**config.mk**
```make
export PLATFORM = sky130hd
export DESIGN_NAME = pipeline_stall_ctrl_flat
export DESIGN_NICKNAME = d
export VERILOG_FILES = /design/src/rtl/pipeline_stall_ctrl_if.sv /design/src/rtl/pipeline_stall_ctrl.sv /design/src/flat_wrapper.sv
export SDC_FILE = /design/constraint.sdc
export NUM_CORES = 1
export LEC_CHECK = 0
export ABC_CLOCK_PERIOD_IN_PS = 2800
export CAP_MARGIN = 20
export CORE_MARGIN = 8
export CORE_UTILIZATION = 52
export CTS_BUF_LIST = sky130_fd_sc_hd__clkbuf_4 sky130_fd_sc_hd__clkbuf_8 sky130_fd_sc_hd__clkbuf_16
export CTS_CLUSTER_SIZE = 28
export DETAILED_ROUTE_END_ITERATION = 8
export PLACE_DENSITY_LB_ADDON = 0.12
export SLEW_MARGIN = 20
export SYNTH_ARGS = -nofsm -noshare
export SYNTH_HDL_FRONTEND = slang
export SYNTH_SLANG_ARGS = --single-unit
```
**constraint.sdc**
```tcl
create_clock -name clk_i -period 2.8 [get_ports clk_i]
set_clock_uncertainty 0.15 [all_clocks]
set_input_delay 0.42 -clock clk_i [delete_from_list [all_inputs] [get_ports clk_i]]
set_output_delay 0.42 -clock clk_i [all_outputs]
set_load 0.02 [all_outputs]
```
**src/rtl/pipeline_stall_ctrl_if.sv**
```systemverilog
// rtl/pipeline_stall_ctrl_if.sv - hazard/branch/memory handshake and pipeline control bundle
interface pipeline_stall_ctrl_if #(
  parameter int CNT_WIDTH = 32
);
  // Requests into the controller
  logic                 hazard_stall;
  logic                 branch_taken;
  logic                 mem_req;
  logic                 mem_ready;

  // Pipeline control back to the datapath
  logic                 pc_write;
  logic                 if_id_write;
  logic                 if_id_flush;
  logic                 id_ex_noop;
  logic                 ex_mem_write;
  logic                 mem_wb_noop;
  logic                 mem_timeout;

  // Performance counters
  logic [CNT_WIDTH-1:0] stall_cycles;
  logic [CNT_WIDTH-1:0] load_use_count;
  logic [CNT_WIDTH-1:0] flush_count;

  // Datapath / hazard side
  modport master (
    output hazard_stall, branch_taken, mem_req, mem_ready,
    input  pc_write, if_id_write, if_id_flush, id_ex_noop, ex_mem_write, mem_wb_noop,
    input  mem_timeout, stall_cycles, load_use_count, flush_count
  );

  // Controller side
  modport slave (
    input  hazard_stall, branch_taken, mem_req, mem_ready,
    output pc_write, if_id_write, if_id_flush, id_ex_noop, ex_mem_write, mem_wb_noop,
    output mem_timeout, stall_cycles, load_use_count, flush_count
  );
endinterface

```
**src/rtl/pipeline_stall_ctrl.sv**
```systemverilog
// rtl/pipeline_stall_ctrl.sv - pipeline freeze/flush controller with memory-wait timeout and perf counters
module pipeline_stall_ctrl #(
  parameter int CNT_WIDTH   = 32,
  parameter int WAIT_WIDTH  = 8,
  parameter int MEM_TIMEOUT = 200
) (
  input  logic                 clk_i,
  input  logic                 rst_i,
  pipeline_stall_ctrl_if.slave bus
);

  typedef enum logic [1:0] {
    RUN      = 2'd0,
    MEM_WAIT = 2'd1,
    HALT     = 2'd2
  } state_t;

  localparam logic [WAIT_WIDTH-1:0] WAIT_LIMIT = WAIT_WIDTH'(MEM_TIMEOUT);
  localparam logic [CNT_WIDTH-1:0]  CNT_MAX    = '1;

  state_t                state;
  logic [WAIT_WIDTH-1:0] wait_cnt;
  logic                  mem_timeout;
  logic [CNT_WIDTH-1:0]  stall_cnt;
  logic [CNT_WIDTH-1:0]  load_use_cnt;
  logic [CNT_WIDTH-1:0]  flush_cnt;

  logic mem_freeze;
  logic apply_halt;
  logic apply_freeze;
  logic apply_stall;
  logic apply_flush;

  logic pc_write;
  logic if_id_write;
  logic if_id_flush;
  logic id_ex_noop;
  logic ex_mem_write;
  logic mem_wb_noop;

  // Resolve which single action wins this cycle; a frozen MEM stage hides hazard and branch requests
  always_comb begin
    apply_halt   = (state == HALT);
    mem_freeze   = ((state == RUN) && bus.mem_req && !bus.mem_ready) ||
                   ((state == MEM_WAIT) && !bus.mem_ready);
    apply_freeze = !apply_halt && mem_freeze;
    apply_stall  = !apply_halt && !mem_freeze && bus.hazard_stall;
    apply_flush  = !apply_halt && !mem_freeze && !bus.hazard_stall && bus.branch_taken;
  end

  // Same-cycle pipeline controls; reset looks like a halted pipeline so nothing retires while held
  always_comb begin
    pc_write     = 1'b1;
    if_id_write  = 1'b1;
    if_id_flush  = 1'b0;
    id_ex_noop   = 1'b0;
    ex_mem_write = 1'b1;
    mem_wb_noop  = 1'b0;
    if (!rst_i || apply_halt) begin
      pc_write     = 1'b0;
      if_id_write  = 1'b0;
      ex_mem_write = 1'b0;
      id_ex_noop   = 1'b1;
      mem_wb_noop  = 1'b1;
    end else if (apply_freeze) begin
      pc_write     = 1'b0;
      if_id_write  = 1'b0;
      ex_mem_write = 1'b0;
      mem_wb_noop  = 1'b1;
    end else if (apply_stall) begin
      // The load-use bubble lets the older instructions drain through EX/MEM
      pc_write     = 1'b0;
      if_id_write  = 1'b0;
      id_ex_noop   = 1'b1;
    end else if (apply_flush) begin
      if_id_flush  = 1'b1;
    end
  end

  // Memory-wait state machine: track how long the MEM access has been outstanding and halt on timeout
  always_ff @(posedge clk_i or negedge rst_i) begin
    if (!rst_i) begin
      state       <= RUN;
      wait_cnt    <= '0;
      mem_timeout <= 1'b0;
    end else begin
      case (state)
        RUN: begin
          if (bus.mem_req && !bus.mem_ready) begin
            state    <= MEM_WAIT;
            wait_cnt <= WAIT_WIDTH'(1);
          end
        end
        MEM_WAIT: begin
          // The frozen pipeline keeps the request asserted, so only ready is watched here
          if (bus.mem_ready) begin
            state    <= RUN;
            wait_cnt <= '0;
          end else if (wait_cnt == WAIT_LIMIT) begin
            state       <= HALT;
            mem_timeout <= 1'b1;
          end else begin
            wait_cnt <= wait_cnt + WAIT_WIDTH'(1);
          end
        end
        HALT: begin
          state <= HALT;
        end
        default: begin
          state    <= RUN;
          wait_cnt <= '0;
        end
      endcase
    end
  end

  // Saturating performance counters; they stick at all-ones rather than wrapping
  always_ff @(posedge clk_i or negedge rst_i) begin
    if (!rst_i) begin
      stall_cnt    <= '0;
      load_use_cnt <= '0;
      flush_cnt    <= '0;
    end else begin
      if ((apply_halt || apply_freeze || apply_stall) && (stall_cnt != CNT_MAX))
        stall_cnt <= stall_cnt + CNT_WIDTH'(1);
      if (apply_stall && (load_use_cnt != CNT_MAX))
        load_use_cnt <= load_use_cnt + CNT_WIDTH'(1);
      if (apply_flush && (flush_cnt != CNT_MAX))
        flush_cnt <= flush_cnt + CNT_WIDTH'(1);
    end
  end

  assign bus.pc_write       = pc_write;
  assign bus.if_id_write    = if_id_write;
  assign bus.if_id_flush    = if_id_flush;
  assign bus.id_ex_noop     = id_ex_noop;
  assign bus.ex_mem_write   = ex_mem_write;
  assign bus.mem_wb_noop    = mem_wb_noop;
  assign bus.mem_timeout    = mem_timeout;
  assign bus.stall_cycles   = stall_cnt;
  assign bus.load_use_count = load_use_cnt;
  assign bus.flush_count    = flush_cnt;

endmodule
```
**src/flat_wrapper.sv**
```systemverilog
// flat-port wrapper written by rule: the top's interface ports become plain ports
module pipeline_stall_ctrl_flat 
#(
  parameter int CNT_WIDTH   = 32,
  parameter int WAIT_WIDTH  = 8,
  parameter int MEM_TIMEOUT = 200
)
  (clk_i, rst_i, bus_hazard_stall, bus_branch_taken, bus_mem_req, bus_mem_ready, bus_pc_write, bus_if_id_write, bus_if_id_flush, bus_id_ex_noop, bus_ex_mem_write, bus_mem_wb_noop, bus_mem_timeout, bus_stall_cycles, bus_load_use_count, bus_flush_count);
  pipeline_stall_ctrl_if #(.CNT_WIDTH(CNT_WIDTH)) bus_i ();
  input  logic clk_i;
  input  logic rst_i;
  input wire logic [$bits(bus_i.hazard_stall)-1:0] bus_hazard_stall;
  input wire logic [$bits(bus_i.branch_taken)-1:0] bus_branch_taken;
  input wire logic [$bits(bus_i.mem_req)-1:0] bus_mem_req;
  input wire logic [$bits(bus_i.mem_ready)-1:0] bus_mem_ready;
  output wire logic [$bits(bus_i.pc_write)-1:0] bus_pc_write;
  output wire logic [$bits(bus_i.if_id_write)-1:0] bus_if_id_write;
  output wire logic [$bits(bus_i.if_id_flush)-1:0] bus_if_id_flush;
  output wire logic [$bits(bus_i.id_ex_noop)-1:0] bus_id_ex_noop;
  output wire logic [$bits(bus_i.ex_mem_write)-1:0] bus_ex_mem_write;
  output wire logic [$bits(bus_i.mem_wb_noop)-1:0] bus_mem_wb_noop;
  output wire logic [$bits(bus_i.mem_timeout)-1:0] bus_mem_timeout;
  output wire logic [$bits(bus_i.stall_cycles)-1:0] bus_stall_cycles;
  output wire logic [$bits(bus_i.load_use_count)-1:0] bus_load_use_count;
  output wire logic [$bits(bus_i.flush_count)-1:0] bus_flush_count;
  assign bus_i.hazard_stall = bus_hazard_stall;
  assign bus_i.branch_taken = bus_branch_taken;
  assign bus_i.mem_req = bus_mem_req;
  assign bus_i.mem_ready = bus_mem_ready;
  assign bus_pc_write = bus_i.pc_write;
  assign bus_if_id_write = bus_i.if_id_write;
  assign bus_if_id_flush = bus_i.if_id_flush;
  assign bus_id_ex_noop = bus_i.id_ex_noop;
  assign bus_ex_mem_write = bus_i.ex_mem_write;
  assign bus_mem_wb_noop = bus_i.mem_wb_noop;
  assign bus_mem_timeout = bus_i.mem_timeout;
  assign bus_stall_cycles = bus_i.stall_cycles;
  assign bus_load_use_count = bus_i.load_use_count;
  assign bus_flush_count = bus_i.flush_count;
  pipeline_stall_ctrl #(.CNT_WIDTH(CNT_WIDTH), .WAIT_WIDTH(WAIT_WIDTH), .MEM_TIMEOUT(MEM_TIMEOUT)) u_core (.clk_i(clk_i), .rst_i(rst_i), .bus(bus_i));
endmodule
```
# Word-level counts from Yosys, hierarchy flattened

Cells that the tools add are included.

Add/subtract/negate cells: 4
Eq/ne operators: 9
Muxes and demuxes: 22
Bitwise operators: 2
Reductions and logical operators: 25

Operator list:

| kind                                                                   | number |
|---|---|
| 32-bit by 1-bit adder with 32-bit output (second input constant)       | 3 |
| 32-bit != test (second input constant)                                 | 3 |
| 8-bit two-way mux                                                      | 3 |
| 8-bit case mux with 3 select lines                                     | 1 |
| 1-bit two-way mux                                                      | 14 |
| 1-bit logical AND                                                      | 12 |
| 8-bit by 1-bit adder with 8-bit output (second input constant)         | 1 |
| 8-bit equality test (second input constant)                            | 1 |
| 2-bit two-way mux                                                      | 3 |
| 3-bit != test (second input constant)                                  | 2 |
| 2-bit case mux with 3 select lines                                     | 1 |
| 3-bit AND reduction                                                    | 2 |
| 1-bit logical NOT                                                      | 5 |
| 1-bit logical OR                                                       | 4 |
| 2-bit by 1-bit equality test with 1-bit output (second input constant) | 1 |
| 2-bit equality test (second input constant)                            | 1 |
| 2-bit logical NOT                                                      | 1 |
| 2-bit != test (second input constant)                                  | 1 |
| 1-bit inverter                                                         | 2 |
| 2-bit AND reduction                                                    | 1 |

Register bits after elaboration: 107
Bits of input ports: 6

# Depth between registers and ports, before layout

Depth after elaboration: 12
Gate-level depth with buffers: 8
Depth with buffers taken out: 7

# Worst setup path before layout

OpenSTA, ideal clock, no wires.

Kind: flip-flop to output port
From: reg u_core.state[0]
To: out bus_pc_write
Arrival time: 1715 ps
Required time: 2230 ps
Setup slack: 515 ps
Stages on the path, launching flop included: 6
Buffers on the path: 2
Cell sequence: dfrtp_1 -> buf_2 -> or2_1 -> a211oi_1 -> and2_1 -> buf_4

Longest elaborated chain between the ends: 10
Elaborated cells between the ends (all ways): 16

RTL lines:

| element                        | RTL line                  | RTL |
|---|---|---|
| start, declared                | pipeline_stall_ctrl.sv:21 | `state_t state;` |
| start signal, assigned         | pipeline_stall_ctrl.sv:83 | `state <= RUN;` |
| start signal, assigned         | pipeline_stall_ctrl.sv:90 | `state <= MEM_WAIT;` |
| start signal, assigned         | pipeline_stall_ctrl.sv:97 | `state <= RUN;` |
| 2-bit logical NOT              | pipeline_stall_ctrl.sv:44 | `mem_freeze = ((state == RUN) && bus.mem_req && !bus.mem_ready) \|\|` |
| 1-bit logical AND (2 in a row) | pipeline_stall_ctrl.sv:44 |  |
| 1-bit logical OR               | pipeline_stall_ctrl.sv:44 |  |
| 1-bit logical NOT              | pipeline_stall_ctrl.sv:47 | `apply_stall = !apply_halt && !mem_freeze && bus.hazard_stall;` |
| 1-bit logical AND (2 in a row) | pipeline_stall_ctrl.sv:47 |  |
| 1-bit two-way mux (2 in a row) | -                         |  |
| 1-bit two-way mux (*)          | -                         |  |
| end, declared                  | flat_wrapper.sv:16        | `output wire logic [$bits(bus_i.pc_write)-1:0] bus_pc_write;` |

Every way passes the cells marked *; elsewhere a longest branch is shown, timed or not.

# Final worst setup path

From: in bus_mem_req
To: out bus_if_id_flush

Longest elaborated chain between the ends: 11
Elaborated cells between the ends (all ways): 13

RTL lines:

| element                            | RTL line                                             | RTL |
|---|---|---|
| start, declared                    | flat_wrapper.sv:14                                   | `input wire logic [$bits(bus_i.mem_req)-1:0] bus_mem_req;` |
| 1-bit logical AND (*) (2 in a row) | pipeline_stall_ctrl.sv:44                            |  |
| 1-bit logical OR (*)               | pipeline_stall_ctrl.sv:44                            |  |
| 1-bit logical NOT                  | pipeline_stall_ctrl.sv:47, pipeline_stall_ctrl.sv:48 |  |
| 1-bit logical AND                  | pipeline_stall_ctrl.sv:47, pipeline_stall_ctrl.sv:48 |  |
| 1-bit logical AND (2 in a row)     | pipeline_stall_ctrl.sv:48                            | `apply_flush = !apply_halt && !mem_freeze && !bus.hazard_stall && bus.branch_taken;` |
| 1-bit two-way mux                  | pipeline_stall_ctrl.sv:75                            | `end else if (apply_flush) begin` |
| 1-bit two-way mux                  | pipeline_stall_ctrl.sv:70                            | `end else if (apply_stall) begin` |
| 1-bit two-way mux (*)              | pipeline_stall_ctrl.sv:65                            | `end else if (apply_freeze) begin` |
| 1-bit two-way mux (*)              | pipeline_stall_ctrl.sv:59                            | `if (!rst_i \|\| apply_halt) begin` |
| end, declared                      | flat_wrapper.sv:18                                   | `output wire logic [$bits(bus_i.if_id_flush)-1:0] bus_if_id_flush;` |

Marks and branches as above.

==> run_results.csv <==
group,metric,value,unit
synth,synth_area_per_cell,10.2,sq um
route,wl,13200,um
job,drv_cap,0,
critical_path,required,2.23,ns
synth,ys.flop_type,"dfrtp_1",
finish,drive_gt1_share,7.09,%
min_path,min_from,"u_core.bus.flush_count[31]",
outcome,status,"completed",
route,detail_route.wl_per_cell,16.8,um
sta,finalHoldViolCount,0,
global_route,track_usage,19.4,%
finish,finalInstanceArea,6860,sq um
route,drt_iter0_markers,329,
synth,synthArstFlopShare,100,%
route,ant_nets,0,
place,port_buffers,108,
sta,rsz0062_at_grt,"false",
sta,max_freq,0.371,GHz
sta,finalSetupTns,0,ns
place,dpl_cell_area,6660,sq um
synth,synth_edf_count,0,
place,place_ws,-0.0397,ns
critical_path,rr_endpoint,"u_core.bus.stall_cycles[30]",
global_route,grt_pass1_wl,22400,um
synth,netlist_area,5390,sq um
finish,antenna_cells,0,
clocking,cts_tree,"built",
sta,finalSetupViolCount,0,
finish,synthToLayoutAreaGrowth,27.3,%
synth,yosysSeqAreaShare,49.7,%
power,p_leak,0.00294,uW
sta,tightest_slew,0.714,ns
critical_path,rr_worst_depth,5,
route,first_pass_iters,5,
sta,finalWorstSetupSlack,0.102,ns
sta,slew_violations,0,
critical_path,endpoint_kind,"primary output",
floorplanning,core,10200,sq um
global_route,grt_pass1_vias,4522,
route,drc,0,
floorplanning,row_count,37,
min_path,holdPathEnd,"u_core.bus.flush_count[31]",
synth,synth_cells,529,
critical_path,cp.arrival,2.13,ns
finish,num-fill-cells,839,
sta,min_period,2.70,ns
place,gp_congestion,0.880,
finish,finish.net_count,659,
critical_path,crit_fanout,3,
critical_path,start_kind,"input port",
synth,synth_cell_types,52,
route,avgViaCountPerCell,5.68,
sta,finalCritPeriodShare,96.3,%
critical_path,r2r_slack,0.53,ns
sta,relSlewSlack,52.4,%
clocking,root_buffer,"clkbuf_8",
floorplanning,design.die.area,13900,sq um
global_route,antenna_found_initial,0,
route,vias,4462,
clocking,clk_latency,0.37,ns
min_path,min_path_type,"flop to flop",
global_route,grt_max_degree,81,
floorplanning,start_util,52.9,%
global_route,overflow,0,
synth,syn_nets,540,
critical_path,regToRegStartpoint,"u_core.bus.stall_cycles[2]",
power,peakVddDrop,0.000388,V
min_path,hold-path-cell-count,1,
clocking,cts_buffers,9,
floorplanning,die_h,118,um
power,power_density,532,nW/um^2
critical_path,crit_type,"input port to primary output",
floorplanning,die_x,118,um
synth,yosysWarnings,0,
clocking,htreeDepth,3,
synth,yosys_register_bits,107,
clocking,cts_sinks,107,
clocking,clockBufferDepth,2,
clocking,clk_pin_slew,0.09,ns
place,post-dp-hpwl,9590,um
floorplanning,boundaryPins,109,
finish,final_util,67.4,%
[power breakdown]
part	switching, uW	internal [uW]	total, uW
registers	251	1690	1940
clock network	495	364	859
logic	444	408	852
[through the flow]
step           std cells  total power, uW  hold slack (ns)
3_5_place_dp         771             2820            0.231
3_3_place_gp         771             2800            0.216
4_1_cts              785             3670            0.353
2_1_floorplan        529             2360          -0.0256
6_report             785             3650            0.350
5_1_grt              785             3830            0.370
[registers in the layout, indices dropped and copies added, names as in the netlist]
| name | count |
|---|---|
| u_core.bus.flush_count | 32 |
| u_core.state | 2 |
| u_core.bus.stall_cycles | 32 |
| u_core.wait_cnt | 8 |
| u_core.bus.mem_timeout | 1 |
| u_core.bus.load_use_count | 32 |
[logic make-up (layout without fill, tap and decap cells)]
group / count (synthesis) / after routing / share of synthesized area, %
flops: 107 / 107 / 49.7
mux: 5 / 5 / 1.02
compound gates: 26 / 26 / 3.39
fa+ha+maj: 5 / 5 / 1.16
simple gates: 269 / 269 / 27.8
buf+inv: 25 / 145 / 2.00
xor+xnor: 92 / 92 / 15.0
[critical path, cell delays in order]
cell and delay (ns):
clkdlybuf4s50_1 0.41, buf_4 0.15, nor2_1 0.19, o211ai_1 0.16
nor2_1 0.17, clkdlybuf4s50_1 0.63
[cell usage after synthesis (all sizes together) (2+ instances only)]
cell	instances	area, sq um
a31oi	2	18.8
clkbuf	6	22.5
and4	10	88.8
nand2	47	176
o211ai	2	20.0
dfrtp	107	2680
and3	15	95.1
nor3b	6	45.0
or2	8	50.1
xor2	45	394
or4	2	15.0
nor4b	6	52.6
mux2	4	45.0
nand3	43	215
nand2b	4	25.0
xnor2	47	412
o31ai	2	15.0
ha	5	62.6
nor2	35	131
o21ai	7	35.0
nand4	41	257
nor2b	3	18.8
and2	4	25.0
inv	10	37.5
nor3	25	125
nor4	14	125
a21oi	5	25.0
buf	9	47.6
or3	3	23.8
[timing repair]
action                                  in CTS  in global routing
pin swaps                                    0                  0
resized for setup                            3                  2
endpoints found under the setup margin       2                  1
hold endpoints to repair                    27                  0
setup buffers                                0                  0
hold buffers                                 2                  0
[layout by cell type (no fill, tap or decap), types with 2 or more instances in the layout]
master / instances
nor3b_1: 6
nand4_1: 41
and4_1: 9
nor4b_1: 6
dfrtp_1: 106
nand2b_1: 4
or2_1: 3
mux2_1: 3
or4_1: 2
xnor2_1: 47
dlygate4sd2_1: 2
ha_1: 5
inv_1: 10
nor4_1: 8
and3_1: 14
nand2_1: 47
o21ai_0: 2
clkbuf_8: 11
nor2b_1: 3
buf_4: 13
o31ai_1: 2
and2_1: 4
xor2_1: 45
clkdlybuf4s50_1: 105
a21oi_1: 5
or3_1: 2
nor2_1: 35
or2_2: 5
nor4_2: 6
nor3_1: 25
o21ai_1: 5
nand3_1: 43
[cell type report]
type / instances / area [sq um] / area share, %
Sequential cell: 107 / 2680 / 39.0
Multi-Input combinational cell: 397 / 2610 / 38.0
Timing Repair Buffer: 123 / 1210 / 17.6
Tap cell: 136 / 170 / 2.48
Clock buffer: 12 / 159 / 2.32
Inverter: 10 / 37.5 / 0.547
[routing by layer]
layer | routed length [um] | global-route usage (%) | vias to the layer above
met2 | 6290 | 31.4 | 125
met3 | 778 | 5.04 | 12
met5 | 0 | 0 | -
met4 | 182 | 7.29 | 0
li1 | - | - | 2121
met1 | 5940 | 24.6 | 2204
[worst max path at each step]
stage	from	to	slack, ns	cells after the start
finish	bus_mem_req	bus_if_id_flush	0.10	6
global route	bus_mem_req	bus_if_id_flush	0.03	6
CTS	bus_mem_ready	bus_if_id_flush	0.06	5
detailed placement	bus_mem_req	bus_if_id_write	-0.04	5
global placement	bus_mem_req	bus_if_id_write	-0.02	5
floorplan	u_core.state[0]	bus_pc_write	0.51	5
Power figures use the tool's default switching activity.
